==> config.mk <==
export PLATFORM = sky130hd
export DESIGN_NAME = genesis_pad_reader
export DESIGN_NICKNAME = d
export VERILOG_FILES = /design/src/rtl/genesis_pad_reader_pkg.sv /design/src/rtl/genesis_pad_reader_pad_sync.sv /design/src/rtl/genesis_pad_reader.sv
export SDC_FILE = /design/constraint.sdc
export NUM_CORES = 1
export LEC_CHECK = 0
export CAP_MARGIN = 20
export CORE_UTILIZATION = 45
export DETAILED_ROUTE_END_ITERATION = 7
export MAX_ROUTING_LAYER = met4
export PLACE_DENSITY = 0.67
export SETUP_SLACK_MARGIN = 0.2
export SLEW_MARGIN = 20
export SYNTH_ARGS = -nofsm -noshare
export SYNTH_HDL_FRONTEND = slang
export SYNTH_SLANG_ARGS = --single-unit
==> constraint.sdc <==
create_clock -name clock_50 -period 5.22 [get_ports clock_50]
set_input_delay 1.044 -clock clock_50 [delete_from_list [all_inputs] [get_ports clock_50]]
set_output_delay 1.044 -clock clock_50 [all_outputs]
set_load 0.005 [all_outputs]
==> src/rtl/genesis_pad_reader_pkg.sv <==
// Shared constants for the Genesis 6-button pad reader: counter width default,
// button vector layout, synchroniser bus layout and the phase-update helper.
package genesis_pad_reader_pkg;

    localparam int CNT_W_DEF = 20;

    // Bit positions inside buttonsOut
    localparam int BTN_UP    = 0;
    localparam int BTN_DOWN  = 1;
    localparam int BTN_LEFT  = 2;
    localparam int BTN_RIGHT = 3;
    localparam int BTN_A     = 4;
    localparam int BTN_B     = 5;
    localparam int BTN_C     = 6;
    localparam int BTN_START = 7;
    localparam int BTN_X     = 8;
    localparam int BTN_Y     = 9;
    localparam int BTN_Z     = 10;
    localparam int NUM_BTNS  = 11;

    // Bit positions on the synchroniser bus: six data pins plus the select line
    localparam int PIN_UP_Z    = 0;
    localparam int PIN_DOWN_Y  = 1;
    localparam int PIN_LEFT_X  = 2;
    localparam int PIN_RIGHT   = 3;
    localparam int PIN_A_B     = 4;
    localparam int PIN_START_C = 5;
    localparam int PIN_SELECT  = 6;
    localparam int NUM_DATA    = 6;
    localparam int NUM_PINS    = 7;

    typedef enum logic {
        PHASE_DIR = 1'b0,   // pins carry Up/Down/Left/Right/A/Start
        PHASE_ALT = 1'b1    // pins carry Z/Y/X/Right/B/C
    } pad_phase_t;

    // Next button vector for one sample: only the buttons multiplexed onto the
    // current phase are refreshed, the others keep their last latched level.
    function automatic logic [NUM_BTNS-1:0] apply_phase(
        input logic [NUM_BTNS-1:0] cur,
        input logic [NUM_DATA-1:0] pins,
        input pad_phase_t          phase
    );
        logic [NUM_BTNS-1:0] nxt;
        nxt = cur;
        nxt[BTN_RIGHT] = pins[PIN_RIGHT];
        if (phase == PHASE_DIR) begin
            nxt[BTN_UP]    = pins[PIN_UP_Z];
            nxt[BTN_DOWN]  = pins[PIN_DOWN_Y];
            nxt[BTN_LEFT]  = pins[PIN_LEFT_X];
            nxt[BTN_A]     = pins[PIN_A_B];
            nxt[BTN_START] = pins[PIN_START_C];
        end else begin
            nxt[BTN_Z]     = pins[PIN_UP_Z];
            nxt[BTN_Y]     = pins[PIN_DOWN_Y];
            nxt[BTN_X]     = pins[PIN_LEFT_X];
            nxt[BTN_B]     = pins[PIN_A_B];
            nxt[BTN_C]     = pins[PIN_START_C];
        end
        return nxt;
    endfunction

endpackage

==> src/rtl/genesis_pad_reader_pad_sync.sv <==
// Two-flop synchroniser for a bus of independent asynchronous pad lines.
module pad_sync #(
    parameter int WIDTH = 8
) (
    input  logic             clk,
    input  logic             rst_n,
    input  logic [WIDTH-1:0] d,
    output logic [WIDTH-1:0] q
);

    logic [WIDTH-1:0] r_meta;
    logic [WIDTH-1:0] r_sync;

    always_ff @(posedge clk or negedge rst_n) begin
        if (!rst_n) begin
            r_meta <= '0;
            r_sync <= '0;
        end else begin
            r_meta <= d;
            r_sync <= r_meta;
        end
    end

    assign q = r_sync;

endmodule

==> src/rtl/genesis_pad_reader.sv <==
// Genesis 6-button pad reader: synchronises the pad lines and latches them
// into an 11-bit button vector once per 2**CNT_W-clock sample period.
module genesis_pad_reader
    import genesis_pad_reader_pkg::*;
#(
    parameter int CNT_W = CNT_W_DEF
) (
    input  logic                clock_50,
    input  logic                reset_key,
    input  logic                up_z,
    input  logic                down_y,
    input  logic                left_x,
    input  logic                right,
    input  logic                a_b,
    input  logic                selectSignal,
    input  logic                start_c,
    output logic [NUM_BTNS-1:0] buttonsOut
);

    logic [NUM_PINS-1:0] w_pins_raw;
    logic [NUM_PINS-1:0] w_pins_sync;
    logic [CNT_W-1:0]    r_cnt;
    logic                w_tick;
    pad_phase_t          w_phase;
    logic [NUM_BTNS-1:0] w_buttons_next;
    logic [NUM_BTNS-1:0] r_buttons;

    // Select travels through the same synchroniser as the data pins so that a
    // phase change and the data it qualifies arrive together.
    always_comb begin
        w_pins_raw              = '0;
        w_pins_raw[PIN_UP_Z]    = up_z;
        w_pins_raw[PIN_DOWN_Y]  = down_y;
        w_pins_raw[PIN_LEFT_X]  = left_x;
        w_pins_raw[PIN_RIGHT]   = right;
        w_pins_raw[PIN_A_B]     = a_b;
        w_pins_raw[PIN_START_C] = start_c;
        w_pins_raw[PIN_SELECT]  = selectSignal;
    end

    pad_sync #(
        .WIDTH (NUM_PINS)
    ) u_pad_sync (
        .clk   (clock_50),
        .rst_n (reset_key),
        .d     (w_pins_raw),
        .q     (w_pins_sync)
    );

    always_ff @(posedge clock_50 or negedge reset_key) begin
        if (!reset_key) begin
            r_cnt <= '0;
        end else begin
            r_cnt <= r_cnt + {{(CNT_W-1){1'b0}}, 1'b1};
        end
    end

    assign w_tick  = &r_cnt;
    assign w_phase = pad_phase_t'(w_pins_sync[PIN_SELECT]);

    assign w_buttons_next = apply_phase(r_buttons,
                                        w_pins_sync[PIN_START_C:PIN_UP_Z],
                                        w_phase);

    // Sampling only on the tick is what debounces the contacts.
    always_ff @(posedge clock_50 or negedge reset_key) begin
        if (!reset_key) begin
            r_buttons <= '0;
        end else if (w_tick) begin
            r_buttons <= w_buttons_next;
        end
    end

    assign buttonsOut = r_buttons;

endmodule

# Yosys cells after proc, flatten, opt, wreduce, memory -nomap -nowiden
# Index checks and enable logic that the tools add are counted.
# W data, S select, Z words.
# totals
word_cells,11
inputBits,9
ff_bits,45
out_inout_bits,11
# classes
reduce_logical,3
n_addsub,1
bitwise,1
# op_table
operator,n
$reduce_and A21 Y1,2
$add A20 B1 Y20 const B,1
$reduce_and A20 Y1,1
$not A1 Y1,1

# Depth between registers and ports, before layout
# Gate-level depths: netlist (run 1).
# depth
ltp_word,2
depth_mapped,6
depth_no_buf,5

# Modules after synthesis
# A second synthesis (run 1) with hierarchy kept.
# hier_totals
cells_unflattened,111
hier_area_um2,1635.3
# by_module_without_submodules
mod,cells_per_inst,seq_area_each_um2,area_per_inst_um2,instances
genesis_pad_reader,97,775.7,1285.0,1
pad_sync,14,350.3,350.3,1

# Worst setup path after synthesis (run 1)
# No wires, ideal clock.
# synth_timing
path_type,flip-flop to flip-flop
start,reg r_cnt[3]
end,"reg r_buttons[10], in the netlist buttonsOut[10]"
period_less_slack_ns,1.681
path_buffers,1
setup_ns,0.125
t_required_ns,5.095
arrival_time_ns,1.556
slack_ns,3.539
path_stages_with_launch,6
cell_sequence,dfrtp_1 -> nand4_4 -> nor4_4 -> and3_1 -> buf_6 -> mux2_4
# synth_between
elab_chain_cells,1
# synth_lines
item,line,source
from (decl),genesis_pad_reader.sv:22,logic [CNT_W-1:0] r_cnt;
from (signal assigned),genesis_pad_reader.sv:54,"r_cnt <= r_cnt + {{(CNT_W-1){1'b0}}, 1'b1};"
$reduce_and A21 Y1 (no source line),--,
to (signal assigned),genesis_pad_reader.sv:70,r_buttons <= w_buttons_next;
to (decl),genesis_pad_reader.sv:26,logic [NUM_BTNS-1:0] r_buttons;
# No other way between the ends.
# A chain may end at the register's enable or synchronous reset.

# Final worst setup path (run 1)
# layout_timing
start,"reg r_buttons[8], in the netlist buttonsOut[8]"
end,out buttonsOut[8]
# layout_lines
item,line,source
to (decl),genesis_pad_reader.sv:17,output logic [NUM_BTNS-1:0] buttonsOut
# No word-level cell between the ends.

==> results.py, run 1 <==
metrics = {
    "timing": {
        "max_freq_mhz": 456,
        "setup-violations-final": 0,
        "hold_viol_final": 0,
        "fin_tns_setup_ps": 0,
        "worst_slew_pin_slew_ps": 943,
        "period_share_pct": 42.1,
        "finClkSkew_ps": 8.53,
        "slew_headroom_pct": 37.1,
        "maxSlewViolCount": 0,
        "grt_setup_unrepaired": "no",
        "period_needed_ps": 2200,
    },
    "clocking": {
        "post_cts_resized": 0,
        "cts_tree": "yes",
        "root_buffer": "clkbuf_8",
        "path_clk_slew_ps": 80,
        "post-cts-setup-buffers": 0,
        "cts_hold_buf": 0,
        "htreeDepth": 2,
        "cts_made_buffers": 5,
        "clock_path_buffers": 2,
        "clock_latency_ps": 290,
        "clock_sinks": 45,
    },
    "detailed_routing": {
        "ant_nets": 0,
        "drc": 0,
        "wl_mm": 2.39,
        "firstDrtPassIters": 4,
        "vias_per_cell": 4.78,
        "vias": 875,
        "avgRoutedWirePerCell_um": 13.0,
        "drt-initial-drc-count": 29,
    },
    "logic_synthesis": {
        "synth-simple-area-share_pct": 13.3,
        "synth_top_area_share_pct": 67.2,
        "synth_nets": 121,
        "ys_seq_area_share_pct": 67.2,
        "yosysWarnings": 0,
        "synth_area_per_cell_um2": 15.1,
        "ys_seq_elements": 45,
        "synth_top_family_by_area": "simple AND/OR/NAND/NOR gates",
        "synth_area_leaders": "dfrtp_1 67%, xnor2_1 5.2%, mux2_4 4.5%",
        "synth_cell_types": 19,
        "yosysTopAreaCell": "dfrtp_1",
        "yosysMostFrequentCell": "dfrtp_1",
        "synth_mux_area_share_pct": 8.51,
        "synth-edff-count": 0,
        "synth_flop_cell": "dfrtp_1",
        "synth_cells": 111,
        "synth_compound_area_share_pct": 0,
        "synth_area_mm2": 0.00168,
        "synth-async-reset-ratio_pct": 100,
        "synth_adder_area_share_pct": 0.746,
        "synth_commonest_cells": "45 x dfrtp_1, 10 x xnor2_1, 8 x nand2_1, 8 x xor2_1, 7 x nand3_1",
        "synth_xor_area_share_pct": 9.40,
    },
    "global_route": {
        "antenna_found_initial": 0,
        "grt_usage_pct": 14.6,
        "grt_pass1_wl_mm": 4.24,
        "grt_pass1_vias": 933,
        "grt_max_degree": 46,
        "overflow": 0,
    },
    "place": {
        "hpwl_mm": 1.67,
        "numPortBuffers": 19,
        "gp_congestion": 0.724,
        "place_area_mm2": 0.00191,
    },
    "status": {
        "status": "finished, final reports clean",
    },
    "setup_path": {
        "cp-end-kind": "primary output",
        "max_stage_delay_ps": 510,
        "crit_chain": "clkdlybuf4s50_1",
        "critPathSlowestCell": "clkdlybuf4s50_1",
        "worstPathMaxFanout": 2,
        "start_kind": "flip-flop",
        "crit_type": "flip-flop to primary output",
        "path_buf_inv": 1,
        "critPathTopFamily": "buffers and inverters",
        "arrival_ps": 1150,
        "required_ps": 4180,
    },
    "layout": {
        "final_nets": 146,
        "area_delta_synth_final_pct": 18.7,
        "drive_above_1_share_pct": 17.5,
        "diodes": 0,
        "num-fill-cells": 284,
        "post-route-util_pct": 57.8,
        "final_area_mm2": 0.00199,
    },
    "pwr": {
        "power_leakage_nw": 0.932,
        "power_mw": 0.567,
        "powerDensity_mw_per_mm2": 285,
        "ir_drop_v": 0.000138,
    },
    "flow_run": {
        "drv_cap": 0,
    },
    "hold_path": {
        "hp-class": "flip-flop to flip-flop",
    },
    "floorplanning": {
        "std_cell_rows": 21,
        "die_h_um": 63.0,
        "dieArea_mm2": 0.00397,
        "start_util_pct": 48.7,
        "die_w_um": 63.0,
        "io_pins": 20,
        "core_mm2": 0.00344,
    },
}
metal layers:
layer	up-vias	global-route usage (%)	routed length [um]
met1	431	18.2	1230
met2	19	21.9	1040
li1	423	-	-
met3	2	4.38	92
met5	-	-	0
met4	0	6.10	18
sequential cells by signal, indices dropped and copies added, names as in the netlist:
signal / flops
buttonsOut: 11
r_cnt: 20
u_pad_sync.q: 7
u_pad_sync.r_meta: 7
worst paths after layout:
check,from,end,slack (ps),cells after the start
worst min-delay path,u_pad_sync.r_meta[0],u_pad_sync.q[0],350,0
max in group asynchronous,reset_key,r_cnt[1],3740,1
worst max register to register,r_cnt[3],buttonsOut[8],3310,4
min in group asynchronous,reset_key,buttonsOut[4],900,1
worst min register to register,u_pad_sync.r_meta[0],u_pad_sync.q[0],350,0
worst max-delay path,buttonsOut[8],buttonsOut[8],3020,1
through the flow:
step	hold slack, ps	worst slack, ps	std cells
2_1_floorplan	331	3540	111
4_1_cts	355	3000	183
3_5_place_dp	336	3280	175
6_report	352	3020	183
5_1_grt	363	2980	183
3_3_place_gp	331	3330	175
power breakdown:
group / switching (mW) / internal [mW] / total, mW
Combinational: 0.00692 / 0.00492 / 0.0118
Clock: 0.107 / 0.0928 / 0.200
Sequential: 0.00204 / 0.354 / 0.356
kinds of logic (layout without fill, tap and decap cells):
group                      Yosys count  count (layout)
muxes                               11              11
and+or+nand+nor                     34              34
DFF                                 45              45
adders and majority gates            1               1
xor gates and xnor gates            18              18
buffers and inverters                2              28
final cells by class:
type	instances	area (um^2)	area share, %
Clock buffer	6	72.6	3.65
Clock inverter	2	10.0	0.503
Inverter	1	3.75	0.189
Multi-Input combinational cell	64	536	26.9
Sequential cell	45	1130	56.6
Tap cell	46	57.6	2.89
Timing Repair Buffer	19	185	9.30
cells in the final DEF (no fill, tap or decap):
cell type | synthesis | layout
nor4_2 | 1 | 1
and4_1 | 2 | 2
xor2_1 | 8 | 8
buf_2 | 0 | 1
nand2_1 | 8 | 8
dfrtp_1 | 45 | 45
xnor2_1 | 10 | 10
nor4_4 | 1 | 1
nor3_1 | 2 | 2
clkinv_2 | 0 | 2
or2_2 | 1 | 1
ha_1 | 1 | 1
nor2_1 | 6 | 6
nand4_4 | 2 | 2
clkbuf_1 | 0 | 1
mux2_4 | 5 | 5
clkdlybuf4s50_1 | 0 | 18
inv_1 | 1 | 1
nand4_1 | 2 | 2
nand3_1 | 7 | 7
clkbuf_8 | 0 | 5
mux2_2 | 6 | 6
and3_1 | 2 | 2
No activity file was read; power rests on OpenSTA's default activity.
==> run 2, diff against run 1 <==
==> constraint.sdc (replaced) <==
create_clock -name clock_50 -period 2.1 [get_ports clock_50]
set_input_delay 0.42 -clock clock_50 [delete_from_list [all_inputs] [get_ports clock_50]]
set_output_delay 0.42 -clock clock_50 [all_outputs]
set_load 0.005 [all_outputs]
==> run 2 against run 1 <==
  * Die area stayed put
  * Sequential power rose by 150%
  * Setup slack lost 2700 ps
==> results.py, run 2 (same netlist as run 1, synthesis figures left out) <==
metrics = {
    "status": {
        "status": "finished, final reports clean",
    },
    "setup_path": {
        "start_kind": "flip-flop",
        "worstPathMaxFanout": 6,
        "cp-end-kind": "flip-flop",
        "required_ps": 2280,
        "arrival_ps": 1970,
        "reg2reg_to": "buttonsOut[8]",
        "ff2ff_setup_slack_ps": 310,
        "reg2regPathDepth": 4,
        "r2r_start": "r_cnt[3]",
        "crit_type": "flip-flop to flip-flop",
    },
    "pwr": {
        "powerDensity_mw_per_mm2": 692,
        "power_leakage_nw": 0.934,
        "ir_drop_v": 0.000333,
    },
    "floorplanning": {
        "dieArea_mm2": 0.00397,
        "start_util_pct": 48.7,
        "die_w_um": 63.0,
        "core_mm2": 0.00344,
        "std_cell_rows": 21,
        "io_pins": 20,
        "die_h_um": 63.0,
    },
    "clocking": {
        "clock_path_buffers": 2,
        "cts_tree": "yes",
        "htreeDepth": 2,
        "path_clk_slew_ps": 70,
        "root_buffer": "clkbuf_8",
        "clock_latency_ps": 290,
        "cts_hold_buf": 0,
        "clock_sinks": 45,
        "cts_made_buffers": 5,
    },
    "timing": {
        "fin_tns_setup_ps": 0,
        "hold_viol_final": 0,
        "grt_setup_unrepaired": "no",
        "slew_headroom_pct": 66.1,
        "setup-violations-final": 0,
        "maxSlewViolCount": 0,
        "worst_slew_pin_slew_ps": 509,
        "max_freq_mhz": 559,
        "finClkSkew_ps": 6.90,
        "period_share_pct": 85.2,
        "period_needed_ps": 1790,
    },
    "layout": {
        "largest_register_ffs": 20,
        "mostFrequentLayoutCells": "45 x dfrtp_1, 18 x clkdlybuf4s50_1, 10 x xnor2_1",
        "diodes": 0,
        "finalNonFillerCells": 182,
        "top_register": "r_cnt",
        "final_common_cell": "dfrtp_1",
        "num-fill-cells": 281,
        "multi_input_area_um2": 541,
        "seq_area_mm2": 0.00113,
        "drive_above_1_share_pct": 18.4,
        "final_nets": 147,
        "area_delta_synth_final_pct": 19.7,
    },
    "place": {
        "hpwl_mm": 1.75,
        "numPortBuffers": 19,
        "placed_cells_incl_taps": 176,
        "gp_congestion": 0.774,
    },
    "detailed_routing": {
        "vias_per_cell": 4.87,
        "wl_mm": 2.39,
        "firstDrtPassIters": 4,
        "avgRoutedWirePerCell_um": 13.1,
        "drt-initial-drc-count": 13,
        "ant_nets": 0,
        "vias": 886,
        "top_layer_used": "met4",
        "wl_met2_mm": 1.08,
        "drt-met1-wl_mm": 1.12,
        "drc": 0,
        "met3_wirelength_um": 132,
    },
    "global_route": {
        "grt_usage_pct": 16.1,
        "grt_pass1_vias": 945,
        "antenna_found_initial": 0,
        "grt_pass1_wl_mm": 4.45,
        "overflow": 0,
        "grt_max_degree": 24,
    },
    "hold_path": {
        "hp-class": "primary input to async pin",
    },
    "flow_run": {
        "drv_cap": 0,
    },
}
==> run 2: power by group <==
part	switching, mW	total [mW]	internal [mW]
clock	0.252	0.470	0.219
sequential	0.00530	0.885	0.880
combinational	0.0177	0.0336	0.0159
total	0.275	1.39	1.11
==> run 2: worst max path at each step <==
stage | start | end | slack, ps | depth (start not counted)
2_1_floorplan | r_cnt[3] | buttonsOut[10] | 420 | 5
3_3_place_gp | r_cnt[3] | buttonsOut[9] | 260 | 4
3_5_place_dp | r_cnt[3] | buttonsOut[5] | 190 | 4
4_1_cts | r_cnt[3] | buttonsOut[8] | 250 | 4
5_1_grt | r_cnt[3] | buttonsOut[8] | 210 | 4
6_report | r_cnt[3] | buttonsOut[8] | 310 | 4
==> run 2: final cells by class <==
cell class | count | area share, %
flip-flops and latches | 45 | 56.1
multi-input cells | 64 | 26.9
clock buffers | 5 | 3.43
well taps | 46 | 2.87
inverters | 1 | 0.187
clock inverters | 1 | 0.249
repair buffers | 20 | 10.2
==> run 2: what timing repair did <==
item                                   in CTS  in global routing
resized for setup                           1                  1
setup endpoints to repair                   5                  5
endpoints found under the hold margin       0                  0
setup buffers                               0                  0
==> run 2: metrics by stage <==
step | hold WS [ps] | total power [mW] | worst slack, ps | instance area (um^2) | util (%)
after floorplan | 124 | 0.900 | 419 | 1680 | -
after global placement | 332 | 0.936 | 265 | 1930 | 56.0
after detailed placement | 335 | 0.937 | 186 | 1930 | 56.0
after CTS | 92.8 | 1.41 | 255 | 2000 | 58.2
after global routing | 116 | 1.46 | 211 | 2010 | 58.3
final | 88.1 | 1.39 | 310 | 2010 | 58.3
==> run 2: routing by layer <==
layer / up-vias / track usage [%]
li1: 426 / -
met1: 433 / 19.1
met2: 20 / 22.7
met3: 7 / 6.75
met4: 0 / 9.59
met5: - / -
==> run 2: worst max-delay path, cell delays in order, from the launching register on <==
cell	delay, ps
dfrtp_1	460
nand4_4	180
nor4_4	410
and3_4	320
mux2_4	310
